**src/rtl/muldiv_pkg.sv**
```systemverilog
// Shared types and constants for the EX-stage multiply/divide unit.
package muldiv_pkg;

  // Operation encoding as carried in the ID/EX register.
  // op[2] selects divide, op[1] selects unsigned divide, op[0] selects remainder.
  typedef enum logic [2:0] {
    MUL_W   = 3'b000,
    MULH_W  = 3'b001,
    MULH_WU = 3'b010,
    OP_RSV  = 3'b011,
    DIV_W   = 3'b100,
    MOD_W   = 3'b101,
    DIV_WU  = 3'b110,
    MOD_WU  = 3'b111
  } muldiv_op_t;

  typedef enum logic [1:0] {
    IDLE = 2'd0,
    MUL  = 2'd1,
    DIV  = 2'd2,
    DONE = 2'd3
  } muldiv_state_t;

  localparam int          DIV_ITERS_C        = 32;
  localparam logic [31:0] DIV_BY_ZERO_RESULT = 32'hFFFF_FFFF;

  // Two's-complement magnitude; 0x80000000 maps to itself, which the
  // unsigned divider then treats as +2^31.
  function automatic logic [31:0] abs32(input logic [31:0] v);
    return v[31] ? (~v + 32'd1) : v;
  endfunction

endpackage

```
**src/rtl/muldiv_div_core.sv**
```systemverilog
// Iterative unsigned restoring divider, one quotient bit per step.
// load captures operands and clears the counter; each step shifts in one
// dividend bit. quotient/remainder show the value after the current step,
// so the owner can capture the final answer on the edge where last=1.
module muldiv_div_core #(
  parameter int W     = 32,
  parameter int ITERS = 32
) (
  input  logic         clk,
  input  logic         rst,
  input  logic         load,
  input  logic         step,
  input  logic [W-1:0] dividend,
  input  logic [W-1:0] divisor,
  output logic [W-1:0] quotient,
  output logic [W-1:0] remainder,
  output logic         last
);

  localparam int CNT_W = $clog2(ITERS);

  logic [W-1:0]     rem_reg;
  logic [W-1:0]     quo_reg;
  logic [W-1:0]     dvs_reg;
  logic [CNT_W-1:0] cnt_reg;

  logic [W:0] shifted;
  logic [W:0] diff;

  // One restoring step: shift the next dividend bit into the partial
  // remainder and subtract the divisor if it fits.
  always_comb begin
    shifted   = {rem_reg, quo_reg[W-1]};
    diff      = shifted - {1'b0, dvs_reg};
    remainder = diff[W] ? shifted[W-1:0] : diff[W-1:0];
    quotient  = {quo_reg[W-2:0], ~diff[W]};
  end

  assign last = (cnt_reg == CNT_W'(ITERS - 1));

  // Operand capture and per-step update of remainder, quotient and counter.
  always_ff @(posedge clk) begin
    if (rst) begin
      rem_reg <= '0;
      quo_reg <= '0;
      dvs_reg <= '0;
      cnt_reg <= '0;
    end else if (load) begin
      rem_reg <= '0;
      quo_reg <= dividend;
      dvs_reg <= divisor;
      cnt_reg <= '0;
    end else if (step) begin
      rem_reg <= remainder;
      quo_reg <= quotient;
      cnt_reg <= cnt_reg + CNT_W'(1);
    end
  end

endmodule

```
**src/rtl/ex_muldiv.sv**
```systemverilog
// EX-stage multi-cycle multiply/divide unit.
// Multiply takes one extra cycle (result two cycles after start); divide runs
// a 32-step restoring divider. Divide by zero finishes after one cycle.
// Optional build macro MULDIV_EARLY_OUT_EN: a divide whose dividend magnitude
// is below the divisor magnitude also finishes after one cycle.
module ex_muldiv
  import muldiv_pkg::*;
#(
  parameter int DATA_WIDTH = 32,
  parameter int DIV_ITERS  = DIV_ITERS_C
) (
  input  logic                  clk,
  input  logic                  rst,
  input  logic                  flush,
  input  logic                  start,
  input  logic [2:0]            op,
  input  logic [DATA_WIDTH-1:0] src1,
  input  logic [DATA_WIDTH-1:0] src2,
  input  logic                  hold,
  output logic [DATA_WIDTH-1:0] result,
  output logic                  done,
  output logic                  stallreq,
  output logic                  busy
);

  muldiv_state_t         state_reg;
  muldiv_op_t            op_reg;
  logic [DATA_WIDTH-1:0] a_reg;
  logic [DATA_WIDTH-1:0] b_reg;
  logic                  q_neg_reg;
  logic                  r_neg_reg;
  logic [DATA_WIDTH-1:0] result_reg;

  // Operand magnitudes as seen by the unsigned divider.
  logic                  div_signed;
  logic [DATA_WIDTH-1:0] src1_mag;
  logic [DATA_WIDTH-1:0] src2_mag;
  logic                  div_zero;

  assign div_signed = ~op[1];
  assign src1_mag   = div_signed ? abs32(src1) : src1;
  assign src2_mag   = div_signed ? abs32(src2) : src2;
  assign div_zero   = (src2 == '0);

`ifdef MULDIV_EARLY_OUT_EN
  logic early_lt;
  assign early_lt = (src1_mag < src2_mag);
`endif

  // Multiplier: sign- or zero-extend the latched operands to 64 bits so a
  // single product serves MUL_W, MULH_W and MULH_WU.
  logic                          mul_signed;
  logic signed [2*DATA_WIDTH-1:0] mul_a;
  logic signed [2*DATA_WIDTH-1:0] mul_b;
  logic signed [2*DATA_WIDTH-1:0] prod;
  logic [DATA_WIDTH-1:0]          mul_sel;

  assign mul_signed = (op_reg == MULH_W);
  assign mul_a      = {{DATA_WIDTH{mul_signed & a_reg[DATA_WIDTH-1]}}, a_reg};
  assign mul_b      = {{DATA_WIDTH{mul_signed & b_reg[DATA_WIDTH-1]}}, b_reg};
  assign prod       = mul_a * mul_b;

  // Pick the half of the product the operation asks for.
  always_comb begin
    mul_sel = prod[DATA_WIDTH-1:0];
    if (op_reg == MULH_W || op_reg == MULH_WU) begin
      mul_sel = prod[2*DATA_WIDTH-1:DATA_WIDTH];
    end
  end

  // Divider core and sign fixup of its final step.
  logic                  core_load;
  logic                  core_step;
  logic                  core_last;
  logic [DATA_WIDTH-1:0] core_q;
  logic [DATA_WIDTH-1:0] core_r;
  logic [DATA_WIDTH-1:0] div_sel;

  assign core_load = (state_reg == IDLE) & start & op[2] & ~div_zero;
  assign core_step = (state_reg == DIV);

  muldiv_div_core #(
    .W     (DATA_WIDTH),
    .ITERS (DIV_ITERS)
  ) u_div_core (
    .clk       (clk),
    .rst       (rst | flush),
    .load      (core_load),
    .step      (core_step),
    .dividend  (src1_mag),
    .divisor   (src2_mag),
    .quotient  (core_q),
    .remainder (core_r),
    .last      (core_last)
  );

  // Restore signs; the 0x80000000 / -1 overflow falls out naturally here.
  always_comb begin
    if (op_reg == MOD_W || op_reg == MOD_WU) begin
      div_sel = r_neg_reg ? (~core_r + 1'b1) : core_r;
    end else begin
      div_sel = q_neg_reg ? (~core_q + 1'b1) : core_q;
    end
  end

  // Control FSM: operand capture, multiply/divide completion and hand-off.
  always_ff @(posedge clk) begin
    if (rst || flush) begin
      state_reg  <= IDLE;
      op_reg     <= MUL_W;
      a_reg      <= '0;
      b_reg      <= '0;
      q_neg_reg  <= 1'b0;
      r_neg_reg  <= 1'b0;
      result_reg <= '0;
    end else begin
      case (state_reg)
        IDLE: begin
          if (start) begin
            op_reg <= (op == 3'b011) ? MUL_W : muldiv_op_t'(op);
            a_reg  <= src1;
            b_reg  <= src2;
            if (!op[2]) begin
              state_reg <= MUL;
            end else begin
              q_neg_reg <= div_signed & (src1[DATA_WIDTH-1] ^ src2[DATA_WIDTH-1]);
              r_neg_reg <= div_signed & src1[DATA_WIDTH-1];
              if (div_zero) begin
                result_reg <= op[0] ? src1 : DIV_BY_ZERO_RESULT;
                state_reg  <= DONE;
              end
`ifdef MULDIV_EARLY_OUT_EN
              else if (early_lt) begin
                result_reg <= op[0] ? src1 : '0;
                state_reg  <= DONE;
              end
`endif
              else begin
                state_reg <= DIV;
              end
            end
          end
        end
        MUL: begin
          result_reg <= mul_sel;
          state_reg  <= DONE;
        end
        DIV: begin
          if (core_last) begin
            result_reg <= div_sel;
            state_reg  <= DONE;
          end
        end
        DONE: begin
          if (!hold) begin
            state_reg <= IDLE;
          end
        end
        default: state_reg <= IDLE;
      endcase
    end
  end

  assign result   = result_reg;
  assign done     = (state_reg == DONE);
  assign busy     = (state_reg != IDLE);
  assign stallreq = ((state_reg == IDLE) & start & ~flush) |
                    (state_reg == MUL) | (state_reg == DIV);

endmodule

```
**config.mk**
```make
export PLATFORM = sky130hd
export DESIGN_NAME = ex_muldiv
export DESIGN_NICKNAME = d
export VERILOG_FILES = /design/src/rtl/muldiv_pkg.sv /design/src/rtl/muldiv_div_core.sv /design/src/rtl/ex_muldiv.sv
export SDC_FILE = /design/constraint.sdc
export NUM_CORES = 2
export LEC_CHECK = 0
export CAP_MARGIN = 20
export CORE_AREA = 2 2 326 328
export CTS_BUF_LIST = sky130_fd_sc_hd__clkbuf_16
export DETAILED_ROUTE_END_ITERATION = 10
export DIE_AREA = 0 0 328 330
export DONT_BUFFER_PORTS = 1
export HOLD_SLACK_MARGIN = 0.02
export SLEW_MARGIN = 20
export SYNTH_ARGS = -nofsm -noshare
export SYNTH_HDL_FRONTEND = slang
export SYNTH_SLANG_ARGS = --single-unit
```
**constraint.sdc**
```tcl
create_clock -name clk -period 12.15 [get_ports clk]
set_clock_uncertainty 0.2 [all_clocks]
set_input_delay 1.215 -clock clk [delete_from_list [all_inputs] [get_ports clk]]
set_output_delay 1.215 -clock clk [all_outputs]
set_load 0.05 [all_outputs]
```
* Word level (Yosys, flattened, before mapping)
Index checks and enable logic that the tools add are counted.
W data, S select, Z words.
** Storage, ports and cells
- Register bits after elaboration :: 204
- Input bits :: 72
- Output and inout bits :: 35
- Logic and storage cells :: 89
** Operators by class
- Add/subtract/negate cells :: 6
- $mul :: 1
- Equality and inequality tests :: 14
- Multiplexer cells :: 24
- Bitwise operators :: 20
- Reductions and logical operators :: 13
** Operators by type and width (number)
- $mux W32 :: 16
- $add A32 B1 Y32 const B :: 4
- $not A32 Y32 :: 4
- $pmux W32 S3 :: 1
- $mul A33 B33 Y64 :: 1
- $sub A33 B32 Y33 :: 1
- $logic_not A32 Y1 :: 1
- $and A1 B1 Y1 :: 8
- $mux W2 :: 4
- $ne A2 B2 Y1 const B :: 4
- $pmux W2 S4 :: 1
- $eq A3 B2 Y1 const B :: 2
- $eq A3 B3 Y1 const B :: 2
- $reduce_and A3 Y1 :: 2
- $add A5 B1 Y5 const B :: 1
- $eq A5 B5 Y1 const B :: 1
- $reduce_and A5 Y1 :: 1
- $eq A2 B2 Y1 const B :: 2
- $not A1 Y1 :: 4
- $reduce_bool A2 Y1 :: 2
- $eq A3 B1 Y1 const B :: 1
- $logic_or A1 B1 Y1 :: 3
- $mux W3 :: 1
- $or A1 B1 Y1 :: 3
- 8 further kinds :: 8

* Logic depth before layout (Yosys ltp)
- Depth in word-level cells :: 8
- Gate-level depth with buffers :: 32
- Depth with buffers taken out :: 31

* Cells and area by module
A second synthesis with hierarchy kept.
** Unflattened totals
- Cells, all modules :: 6067
- Area total of the unflattened synthesis :: 51844.7 um^2
** Modules (own cells, without submodules)
- ex_muldiv :: times used 1, cells an instance 5288, area an instance 45438.6 um^2, seq. area each 2062.0 um^2
- muldiv_div_core :: times used 1, cells an instance 779, area an instance 6406.1 um^2, seq. area each 2021.9 um^2

* Worst setup path after synthesis
OpenSTA, ideal clock, no wires.
- Path type :: reg-to-reg
- Start point :: register op_reg[0]
- End point :: register result_reg[31], in the netlist result[31]
- Setup time :: 126 ps
- Arrival time :: 8428 ps
- Data required time :: 11824 ps
- Setup slack :: 3395 ps
- Stages on the path, launching flop included :: 32
- Path buffers :: 1
- Clock period less this slack :: 8755 ps
- Path through :: dfxtp_1 -> nor3b_1 -> and2_1 -> clkbuf_1 -> nand2_1 -> inv_1 -> fa_1 -> inv_1 -> fa_1 -> inv_1 -> fa_1 -> fa_1 -> inv_1 -> fa_1 -> inv_1 -> fa_1 -> inv_1 -> fa_1 -> fa_1 -> inv_1 -> ha_1 -> a21o_1 -> a21oi_1 -> o21bai_1 -> or3_1 -> o221ai_1 -> o221a_2 -> a21oi_1 -> a41o_1 -> a21oi_1 -> xnor2_1 -> o211ai_1
** On the way
- Longest elaborated chain between the ends :: 5
- Elaborated cells between the ends (all ways) :: 13
- Those cells by class :: mul: 1; eq/ne: 4; mux: 4; bitwise: 2; reduce/logical: 2
** RTL lines
- from (decl) :: line ex_muldiv.sv:27 : muldiv_op_t op_reg;
- from (signal assigned) :: line ex_muldiv.sv:120 : op_reg <= (op == 3'b011) ? MUL_W : muldiv_op_t'(op);
- $eq A3 B1 Y1 / $eq A3 B3 Y1 (equally long branches) :: line ex_muldiv.sv:58, ex_muldiv.sv:66, ex_muldiv.sv:99
- $and A1 B1 Y1, or another cell as far along :: line ex_muldiv.sv:59 : assign mul_a = {{DATA_WIDTH{mul_signed & a_reg[DATA_WIDTH-1]}}, a_reg};
- $mul A33 B33 Y64 / $mux W32 (equally long branches) :: line ex_muldiv.sv:61, ex_muldiv.sv:99
- $mux W32 (on tied branches) :: line ex_muldiv.sv:66, ex_muldiv.sv:149
- $pmux W32 S3 (*) :: line ex_muldiv.sv:117 : case (state_reg)
- to (signal assigned) :: line ex_muldiv.sv:129 : result_reg <= op[0] ? src1 : DIV_BY_ZERO_RESULT;
- to (signal assigned) :: line ex_muldiv.sv:145 : result_reg <= mul_sel;
- to (signal assigned) :: line ex_muldiv.sv:150 : result_reg <= div_sel;
- to (decl) :: line ex_muldiv.sv:32 : logic [DATA_WIDTH-1:0] result_reg;
Mark *: on every way between the ends. The rest lies on a longest branch, timed or not. The select of a mux whose other input is x is not followed.
A chain may end at the register's enable or synchronous reset.

* Worst setup path after layout
- Start point :: register a_reg[31]
- End point :: register result_reg[27], in the netlist result[27]
** On the way
- Longest elaborated chain between the ends :: 4
** RTL lines
- from (decl) :: line ex_muldiv.sv:28 : logic [DATA_WIDTH-1:0] a_reg;
- from (signal assigned) :: line ex_muldiv.sv:121 : a_reg <= src1;
- $and A1 B1 Y1 :: line ex_muldiv.sv:59
- $mul A33 B33 Y64 (*) :: line ex_muldiv.sv:61 : assign prod = mul_a * mul_b;
- $mux W32 (*) :: line ex_muldiv.sv:66 : if (op_reg == MULH_W || op_reg == MULH_WU) begin
- $pmux W32 S3 (*) :: line ex_muldiv.sv:117
Mark *: on every way between the ends. The rest lies on a longest branch, timed or not.

==> run_summary.xml <==
<?xml version="1.0" encoding="UTF-8"?>
<metrics>
  <group name="status">
    <metric name="status" unit="">finished clean</metric>
  </group>
  <group name="floorplan">
    <metric name="floorplan.core_area" unit="sq um">105000</metric>
    <metric name="die_height" unit="um">330</metric>
    <metric name="row_count" unit="">119</metric>
    <metric name="floorplan.die_area" unit="sq um">108000</metric>
    <metric name="floorplan.io_pins" unit="">107</metric>
    <metric name="die_width" unit="um">328</metric>
    <metric name="initial_utilization" unit="">0.496</metric>
  </group>
  <group name="clock_network">
    <metric name="post_cts_hold_buffer_count" unit="">0</metric>
    <metric name="cts.reportedPaths.clkPinSlew" unit="ns">0.07</metric>
    <metric name="ctsResizeCount" unit="">0</metric>
    <metric name="cts-htree-levels" unit="">1</metric>
    <metric name="cts.sinks" unit="">204</metric>
    <metric name="tritoncts" unit="">done</metric>
    <metric name="clk_lat_worst_skew" unit="ns">0.56</metric>
    <metric name="post_cts.repair.setup_buffers" unit="">0</metric>
    <metric name="numCtsBuffers" unit="">25</metric>
    <metric name="ctsLongestPathBuffers" unit="">3</metric>
    <metric name="clock_tree.root_cell" unit="">sky130_fd_sc_hd__clkbuf_16</metric>
  </group>
  <group name="worst_setup_path">
    <metric name="start_kind" unit="">flip-flop</metric>
    <metric name="cp_data_required_time" unit="ns">12.36</metric>
    <metric name="timing_worst_setup_path_type" unit="">flip-flop to flip-flop</metric>
    <metric name="worst_setup_path_end_kind" unit="">flip-flop</metric>
    <metric name="regToRegSetupSlack" unit="ns">2.29</metric>
    <metric name="timing.critical_path.fanout_max" unit="">22</metric>
    <metric name="timing.critical_path.arrival" unit="ns">10.07</metric>
  </group>
  <group name="sta">
    <metric name="timing_max_transition_violations_final" unit="">0</metric>
    <metric name="setup_total_negative_slack" unit="ns">0</metric>
    <metric name="clock.fmax" unit="MHz">101</metric>
    <metric name="layout_setup_ws" unit="ns">2.29</metric>
    <metric name="grt_setup_unrepaired" unit="">no</metric>
    <metric name="timing_worst_slew_pin_value" unit="ns">1.18</metric>
    <metric name="min_period" unit="ns">9.86</metric>
    <metric name="final_setup_vio_count" unit="">0</metric>
    <metric name="finalCritPeriodShare" unit="">0.812</metric>
    <metric name="slew_headroom" unit="">0.214</metric>
    <metric name="finalHoldViolCount" unit="">0</metric>
  </group>
  <group name="cells_and_area">
    <metric name="multi_input_area" unit="sq um">41900</metric>
    <metric name="most_common_library_cell_in_the_layout_ignoring_fill_and_taps" unit="">sky130_fd_sc_hd__inv_1</metric>
    <metric name="final_net_count" unit="">7269</metric>
    <metric name="layout.area.seq" unit="sq um">4090</metric>
    <metric name="drive_above_1_share" unit="">0.0341</metric>
    <metric name="syn2layout_area_growth" unit="%">3.43</metric>
    <metric name="mostFrequentLayoutCells" unit="">sky130_fd_sc_hd__inv_1 (1206), sky130_fd_sc_hd__fa_1 (1125), sky130_fd_sc_hd__nand2_1 (1016), sky130_fd_sc_hd__and2_1 (318), sky130_fd_sc_hd__ha_1 (254)</metric>
    <metric name="number_of_antenna_repair_diodes" unit="">0</metric>
    <metric name="fillCellCount" unit="">10072</metric>
  </group>
  <group name="flow_run">
    <metric name="maxCapViolCount" unit="">0</metric>
  </group>
  <group name="synthesis">
    <metric name="synth-warning-count" unit="">0</metric>
    <metric name="synth.cell_area" unit="sq um">52000</metric>
    <metric name="syn_nets" unit="">7519</metric>
    <metric name="post_synth_num_cell_types" unit="">101</metric>
    <metric name="synthArstFlopShare" unit="">0</metric>
    <metric name="synth.ff_latch_count" unit="">204</metric>
    <metric name="synth_area_per_cell" unit="sq um">8.56</metric>
    <metric name="synth.yosys.seq_area_share" unit="">0.0786</metric>
    <metric name="synthFlopType" unit="">sky130_fd_sc_hd__dfxtp_1</metric>
    <metric name="synth_cells" unit="">6066</metric>
    <metric name="post_synth_edffs" unit="">0</metric>
  </group>
  <group name="placement">
    <metric name="port_buffers" unit="">0</metric>
    <metric name="hpwlAfterDp" unit="um">123000</metric>
    <metric name="gpl.final_weighted_congestion" unit="">0.928</metric>
    <metric name="post-place-ws" unit="ns">2.27</metric>
  </group>
  <group name="route">
    <metric name="drt_first_pass_iters" unit="">8</metric>
    <metric name="dr_total_vias" unit="">40575</metric>
    <metric name="post-route-drc-count" unit="">0</metric>
    <metric name="vias_per_cell" unit="">5.62</metric>
    <metric name="dr_iter_0_viols" unit="">2665</metric>
    <metric name="routed_wire_length_per_instance" unit="um">21.2</metric>
    <metric name="final_wirelength" unit="um">153000</metric>
    <metric name="final_antenna_net_count" unit="">0</metric>
  </group>
  <group name="grt">
    <metric name="antenna_found_initial" unit="">2</metric>
    <metric name="grt_start_max_net_pins" unit="">103</metric>
    <metric name="first_global_vias" unit="">42459</metric>
    <metric name="gr-total-overflow" unit="">0</metric>
    <metric name="grt.total_usage" unit="">0.291</metric>
    <metric name="wire_length_of_the_first_global_routing_pass" unit="um">245000</metric>
  </group>
  <group name="pwr">
    <metric name="static-leakage-power" unit="nW">23.3</metric>
    <metric name="maximum_vdd_ir_drop" unit="mV">0.0930</metric>
    <metric name="p_per_area" unit="nW/um^2">46.2</metric>
  </group>
  <group name="worst_hold_path">
    <metric name="hold_path.class" unit="">flip-flop to flip-flop</metric>
  </group>
</metrics>
-- worst max-delay path, stage by stage (launching register included) --
cell	delay [ns]
sky130_fd_sc_hd__dfxtp_1	0.74
sky130_fd_sc_hd__and2_1	0.69
sky130_fd_sc_hd__nand2_1	0.19
sky130_fd_sc_hd__inv_1	0.16
sky130_fd_sc_hd__fa_1	0.49
sky130_fd_sc_hd__fa_1	0.63
sky130_fd_sc_hd__fa_2	0.52
sky130_fd_sc_hd__inv_1	0.42
sky130_fd_sc_hd__fa_1	0.53
sky130_fd_sc_hd__fa_1	0.49
sky130_fd_sc_hd__fa_1	0.56
sky130_fd_sc_hd__fa_1	0.43
sky130_fd_sc_hd__fa_1	0.49
sky130_fd_sc_hd__inv_1	0.04
sky130_fd_sc_hd__ha_1	0.41
sky130_fd_sc_hd__nand4_1	0.15
sky130_fd_sc_hd__nor2_1	0.16
sky130_fd_sc_hd__nand3_1	0.09
sky130_fd_sc_hd__a311oi_1	0.68
sky130_fd_sc_hd__o221ai_1	0.34
sky130_fd_sc_hd__o221a_2	0.34
sky130_fd_sc_hd__a21oi_1	0.25
sky130_fd_sc_hd__nand2_1	0.14
sky130_fd_sc_hd__nor3b_1	0.17
sky130_fd_sc_hd__a2111oi_0	0.31
sky130_fd_sc_hd__nor4_1	0.08
-- cell families (layout without fill, tap and decap cells) --
logic type | after synthesis | count (layout) | synth area share
xor gates and xnor gates | 206 | 206 | 0.0347
adders and majority gates | 1381 | 1381 | 0.495
AOI/OAI and AO/OA | 722 | 722 | 0.0925
muxes | 74 | 74 | 0.0144
DFF | 204 | 204 | 0.0786
buffers and inverters | 1568 | 1336 | 0.115
and+or+nand+nor | 1911 | 1911 | 0.169
-- Yosys cell counts (6+ instances only) --
cell                        count  area, sq um
sky130_fd_sc_hd__o311ai_0       6         52.6
sky130_fd_sc_hd__o211ai_1      28          210
sky130_fd_sc_hd__and3_1        30          188
sky130_fd_sc_hd__ha_1         255         3190
sky130_fd_sc_hd__dfxtp_1      204         4080
sky130_fd_sc_hd__nor3_1        51          255
sky130_fd_sc_hd__a21oi_1      224         1120
sky130_fd_sc_hd__xor2_1        81          709
sky130_fd_sc_hd__or2_2         18          113
sky130_fd_sc_hd__buf_2          6         30.0
sky130_fd_sc_hd__nand2_1     1017         3820
sky130_fd_sc_hd__or3_1         30          188
sky130_fd_sc_hd__nor2_1       250          938
sky130_fd_sc_hd__nor4_1        28          175
sky130_fd_sc_hd__nand2b_1      22          138
sky130_fd_sc_hd__a311oi_1      12          105
sky130_fd_sc_hd__nand4_1       20          125
sky130_fd_sc_hd__o21a_1        16          120
sky130_fd_sc_hd__a221oi_1      20          175
sky130_fd_sc_hd__nand3_1       46          230
sky130_fd_sc_hd__a21o_1        43          323
sky130_fd_sc_hd__and2_1       319         2000
sky130_fd_sc_hd__or4_1         14          105
sky130_fd_sc_hd__a221o_1        6         60.1
sky130_fd_sc_hd__o2111ai_1      8         70.1
sky130_fd_sc_hd__fa_1        1126        22500
sky130_fd_sc_hd__nor3b_1        6         45.0
sky130_fd_sc_hd__nand3b_1       7         52.6
sky130_fd_sc_hd__o21ai_0      118          591
sky130_fd_sc_hd__xnor2_1      125         1090
sky130_fd_sc_hd__o41ai_1       11         96.3
sky130_fd_sc_hd__buf_1         10         37.5
sky130_fd_sc_hd__o21bai_1      12         90.1
sky130_fd_sc_hd__inv_1       1200         4500
sky130_fd_sc_hd__nor2b_1       22          138
sky130_fd_sc_hd__a31oi_1       17          106
sky130_fd_sc_hd__a211oi_1      94          706
sky130_fd_sc_hd__mux2i_1       68          681
sky130_fd_sc_hd__o221ai_1      10         87.6
sky130_fd_sc_hd__clkbuf_1     340         1280
sky130_fd_sc_hd__o31ai_1       27          203
-- power by group --
| group | total (mW) | internal (mW) | switching, mW |
|---|---|---|---|
| combinational | 0.982 | 0.317 | 0.665 |
| clock | 0.750 | 0.415 | 0.335 |
| sequential | 0.749 | 0.693 | 0.0567 |
-- path summary, 6_finish.rpt --
path	startpoint	end	cells after the start
min reg2reg	a_reg[1]	a_reg[1]	2
max	a_reg[31]	result[27]	25
max reg2reg	a_reg[31]	result[27]	25
min	a_reg[1]	a_reg[1]	2
-- stage by stage --
stage	hold slack (ns)	instance area (sq um)	std cells	utilization	power [mW]
2_1_floorplan	0.232	52000	6066	-	1.44
3_3_place_gp	0.241	52900	7179	0.506	1.72
3_5_place_dp	0.247	52900	7179	0.506	1.72
4_1_cts	0.255	53700	7224	0.513	2.47
5_1_grt	0.268	53700	7225	0.513	2.59
6_report	0.253	53700	7225	0.513	2.48
-- layer usage --
| metal | part of all wire | wire length [um] | track usage | vias up |
|---|---|---|---|---|
| met3 | 0.058 | 8820 | 0.0279 | 306 |
| met4 | 0.039 | 6000 | 0.0918 | 4 |
| met1 | 0.41 | 63300 | 0.390 | 20947 |
| met5 | 0.00018 | 27 | 0 | - |
| met2 | 0.49 | 74700 | 0.500 | 1279 |
| li1 | - | - | - | 18039 |
-- final cells by class --
cell class | count | share of cell area
clock buffer | 25 | 0.0116
multi-input combinational | 4294 | 0.781
tap | 1391 | 0.0324
inverter | 1201 | 0.0840
timing repair buffer | 90 | 0.0128
sequential | 204 | 0.0760
clock inverter | 20 | 0.00261
No activity file was read; power rests on OpenSTA's default activity.
